### config.mk
export PLATFORM = sky130hd
export DESIGN_NAME = mem_port_arbiter
export DESIGN_NICKNAME = d
export VERILOG_FILES = /design/src/rtl/mem_port_arbiter.sv
export SDC_FILE = /design/constraint.sdc
export NUM_CORES = 1
export LEC_CHECK = 0
export ABC_AREA = 1
export BUFFER_PORTS_ARGS = -buffer_cell sky130_fd_sc_hd__buf_2
export CORE_MARGIN = 2
export CORE_UTILIZATION = 46
export CTS_BUF_LIST = sky130_fd_sc_hd__clkbuf_8
export DETAILED_ROUTE_END_ITERATION = 16
export PLACE_DENSITY_LB_ADDON = 0.25
export SKIP_CTS_REPAIR_TIMING = 1
export SYNTH_ARGS = -nofsm -noshare
export SYNTH_HDL_FRONTEND = slang
export SYNTH_SLANG_ARGS = --single-unit
### constraint.sdc
create_clock -name clock -period 1.4 [get_ports clock]
set_input_delay 0.07 -clock clock [delete_from_list [all_inputs] [get_ports clock]]
set_output_delay 0.07 -clock clock [all_outputs]
set_load 0.01 [all_outputs]
### src/rtl/mem_port_arbiter.sv
// Arbitrates fetch and LSU access to one single-ported memory with a fixed access latency.
// Optional `define MEM_ARB_RR_EN selects round-robin on contention (default: data > inst).
package mem_port_arbiter_pkg;
    typedef enum logic [1:0] {
        MEM_DISABLE  = 2'd0,
        MEM_READ_EN  = 2'd1,
        MEM_WRITE_EN = 2'd2
    } mem_en_t;
endpackage

module mem_port_arbiter
    import mem_port_arbiter_pkg::*;
#(
    parameter int unsigned MEM_LATENCY = 1
) (
    input  logic        clock,
    input  logic        reset_n,
    input  logic        inst_req,
    input  logic [31:0] inst_addr,
    input  logic        inst_flush,
    output logic        inst_ready,
    output logic [31:0] inst_rdata,
    input  logic        data_req,
    input  logic        data_we,
    input  logic [31:0] data_addr,
    input  logic [31:0] data_wdata,
    input  logic [3:0]  data_be,
    output logic        data_ready,
    output logic [31:0] data_rdata,
    output mem_en_t     mem_op,
    output logic [31:0] mem_addr,
    output logic [31:0] mem_wdata,
    output logic [3:0]  mem_be,
    input  logic [31:0] mem_rdata
);

    localparam int unsigned    CntW    = $clog2(MEM_LATENCY + 1);
    localparam logic [CntW-1:0] CntLoad = CntW'(MEM_LATENCY - 1);

    if (MEM_LATENCY < 1 || MEM_LATENCY > 8) begin : g_bad_latency
        $error("mem_port_arbiter: MEM_LATENCY must be 1..8");
    end

    typedef enum logic [1:0] {StIdle, StBusy, StResp} state_t;
    typedef enum logic {OwnInst, OwnData} owner_t;

    state_t          state_q;
    owner_t          owner_q;
    owner_t          last_grant_q;
    logic [CntW-1:0] lat_cnt_q;
    logic [31:0]     rdata_q;
    logic            inst_rdy_q;
    logic            kill_q;
    logic            grant_data;

    always_comb begin
`ifdef MEM_ARB_RR_EN
        if (inst_req && data_req) grant_data = (last_grant_q == OwnInst);
        else                      grant_data = data_req;
`else
        grant_data = data_req;
`endif
    end

`ifndef MEM_ARB_RR_EN
    logic unused_last_grant;
    assign unused_last_grant = last_grant_q;
`endif

    always_ff @(posedge clock or negedge reset_n) begin
        if (!reset_n) begin
            state_q      <= StIdle;
            owner_q      <= OwnInst;
            last_grant_q <= OwnInst;
            lat_cnt_q    <= '0;
            mem_op       <= MEM_DISABLE;
            mem_addr     <= '0;
            mem_wdata    <= '0;
            mem_be       <= '0;
            rdata_q      <= '0;
            inst_rdy_q   <= 1'b0;
            data_ready   <= 1'b0;
            kill_q       <= 1'b0;
        end else begin
            inst_rdy_q <= 1'b0;
            data_ready <= 1'b0;
            unique case (state_q)
                StIdle: begin
                    kill_q <= 1'b0;
                    if (inst_req || data_req) begin
                        state_q   <= StBusy;
                        lat_cnt_q <= CntLoad;
                        if (grant_data) begin
                            owner_q      <= OwnData;
                            last_grant_q <= OwnData;
                            mem_addr     <= data_addr;
                            mem_wdata    <= data_wdata;
                            mem_op       <= data_we ? MEM_WRITE_EN : MEM_READ_EN;
                            mem_be       <= data_we ? data_be : 4'hF;
                        end else begin
                            owner_q      <= OwnInst;
                            last_grant_q <= OwnInst;
                            mem_addr     <= inst_addr;
                            mem_wdata    <= '0;
                            mem_op       <= MEM_READ_EN;
                            mem_be       <= 4'hF;
                        end
                    end
                end
                StBusy: begin
                    if (owner_q == OwnInst && inst_flush) kill_q <= 1'b1;
                    if (lat_cnt_q != '0) begin
                        lat_cnt_q <= lat_cnt_q - CntW'(1);
                    end else begin
                        state_q <= StResp;
                        mem_op  <= MEM_DISABLE;
                        rdata_q <= (mem_op == MEM_READ_EN) ? mem_rdata : '0;
                        // A flush in the final busy cycle must also cancel the response.
                        if (owner_q == OwnInst) inst_rdy_q <= !kill_q && !inst_flush;
                        else                    data_ready <= 1'b1;
                    end
                end
                StResp: begin
                    state_q <= StIdle;
                    kill_q  <= 1'b0;
                end
                default: state_q <= StIdle;
            endcase
        end
    end

    // inst_rdy_q is only set for an instruction owner, so a flush in RESP just masks it.
    assign inst_ready = inst_rdy_q && !inst_flush;
    assign inst_rdata = rdata_q;
    assign data_rdata = rdata_q;

endmodule

==> reports/results.ini <==
[outcome]
status = finished with violations
violations = hold timing

[worst_setup_path]
start_kind = flip-flop
crit_cells = 5
regToRegStartpoint = state_q[1]
r2r-end = mem_addr[28]
path_common_cell = nand2_1
slowest_delay_ps = 460
rrSetupSlack_ps = 70
r2r_cells = 5
crit_required_ps = 1700
path_class = reg2reg
endpoint_kind = flip-flop
worstPathArrival_ps = 1630
crit_path_start = state_q[1]
timing.critical_path.buf_inv = 1
endpoint = mem_addr[28]
slowest_stage = dfrtp_1
path_max_fanout = 18
cp_cell_sequence = inv_2 > nand2_2 > nor2_4 > nand2_1 > nand2_1
cpLargestDelayFamily = simple AND/OR/NAND/NOR gates

[pwr]
power_leakage_nw = 4.294
power_per_cell_area_nw_per_um2 = 1992
ir_drop_mv = 1.004

[synth]
yosysWarnings = 0
synthesis.area_um2 = 4975
yosysSeqAreaShare = 0.5433
synth_cell_types = 21
synth_area_leaders = dfrtp_1 (54%), nand2_1 (26%), buf_4 (6.6%)
syn_avg_cell_area_um2 = 8.196
synthesis.instances = 607
synth_nets = 745
synth_common_cells = nand2_1 (339), dfrtp_1 (108), nand3_1 (63), buf_4 (44), buf_2 (11)
synth-seq-cells = 108
synth_top_area_share = 0.5433
synth_edf_count = 0
synth_area_leader_cell = dfrtp_1
async_flop_share = 1.000
synth_flop_cell = dfrtp_1
yosysMostFrequentCell = nand2_1

[global_routing]
top_usage_layer = met2
grt_use_total = 0.2264
met3_usage = 0.03677
grt_pass1_wl_um = 20640
grt_pass1_vias = 4327
met1_usage = 0.2707
met2_usage = 0.4052
grt_max_degree = 54
antenna_found_initial = 0
overflow = 0

[clocking]
clock-sinks = 108
cts_buffer_depth = 2
cts-root-buf = clkbuf_8
cts_tree = yes
cts_made_buffers = 9
cts.htree.levels = 3
clk_latency_ps = 360
clkTransAtPathRegs_ps = 100

[floorplanning]
core_um2 = 10420
floorplan.rows = 37
dieArea_um2 = 11660
dieHeight_um = 108.0
dieWidth_um = 108.0
initial_core_util = 0.4776
ioPinCount = 274

[timing]
finalHoldViolCount = 3
fin_crit_sh = 0.9466
worstMarginPinSlew_ps = 458.3
fmax_mhz = 754.6
period_minus_slack_ps = 1325
slew_headroom = 0.6937
finalSetupViolCount = 0
holdWs_ps = -9.012
fin_skew_ps = 9.387
slew_viol_final = 0

[place]
placed_area_um2 = 6208
place_congestion = 0.7794
hpwl_um = 9784
dp_cells = 964
portBuffers = 273

[layout]
drive_above_1_share = 0.3421
syn_to_final_growth_pct = 43.51
finalNetCount = 1049
fin_cells = 1053
finalInstanceArea_um2 = 7139

[flow_run]
cap_violations = 0

[route]
drt_iter0_drc = 489
firstDrtPassIters = 6
wire_per_inst_um = 14.19
drc = 0
dr_total_vias = 5091
ant_nets = 0
via_per_inst = 4.835
wl_um = 14940

[hold_path]
hp-class = in2reg

flip-flops by register name, indices dropped and copies added (netlist names):
register    count
state_q         2
kill_q          1
inst_rdy_q      1
mem_wdata      32
owner_q         1
mem_be          4
mem_addr       32
data_ready      1
data_rdata     32
mem_op          2
per-layer routing:
| metal | wire length, µm | vias to the layer above |
|---|---|---|
| li1 | - | 2442 |
| met1 | 5918 | 2339 |
| met2 | 7484 | 272 |
| met3 | 1066 | 38 |
| met4 | 474 | 0 |
| met5 | 0 | - |
final cells by class:
cell class	instances	area (µm²)
multi-input cells	426	1757
diodes	2	5.005
repair buffers	357	2265
clock inverters	3	37.54
fillers	833	3277
clock buffers	12	165.2
well taps	136	170.2
inverters	9	36.28
flip-flops and latches	108	2704
logic make-up (layout without fill, tap and decap cells):
family,count (synthesis),count (layout),synth area share
AO/OA/AOI/OAI,4,4,0.004022
buffers and inverters,74,381,0.1059
flip-flops,108,108,0.5433
other,0,2,0
AND/OR/NAND/NOR,421,422,0.3468
report_power, final:
group / internal (mW) / leakage [nW] / switching [mW]
registers: 4.56 / 1.38 / 0.971
clock network: 0.954 / 0.111 / 0.972
logic: 2.66 / 2.81 / 4.10
worst min-delay path by stage:
stage,startpoint,endpoint,slack (ps),cells past startpoint
floorplan,reset_n,data_rdata[0],-230,0
global placement,reset_n,data_rdata[17],40,1
detailed placement,reset_n,data_rdata[15],50,1
CTS,reset_n,data_rdata[15],-360,1
global route,inst_addr[22],mem_addr[22],4,5
finish,inst_addr[18],mem_addr[18],-9,5
cell usage in the layout (no fill, tap or decap), drive strengths merged:
master / Yosys / final
dlygate4sd3: 0 / 71
inv: 9 / 11
nor2: 12 / 13
dfrtp: 108 / 108
a21oi: 1 / 1
bufinv: 0 / 1
nand3: 64 / 64
diode: 0 / 2
nand3b: 3 / 3
o21ai: 3 / 3
nand2: 342 / 342
buf: 64 / 286
clkbuf: 1 / 12
stage by stage:
stage | worst slack [ps] | utilization | total power, mW | setup TNS, ps
global placement | 163.0 | 0.5960 | 11.90 | 0
global route | -0.2197 | 0.6849 | 15.32 | -0.2197
CTS | 89.98 | 0.6155 | 14.03 | 0
finish | 74.78 | 0.6854 | 14.22 | 0
floorplan | 327.6 | - | 9.909 | 0
detailed placement | 102.2 | 0.5960 | 12.08 | 0
worst register-to-register path: cells and delay by family (launching register included):
kind                   cells  cell delay [ps]
and+or+nand+nor            4              720
buffers and inverters      1              100
DFF                        1              460
(Power assumes the default switching activity.)
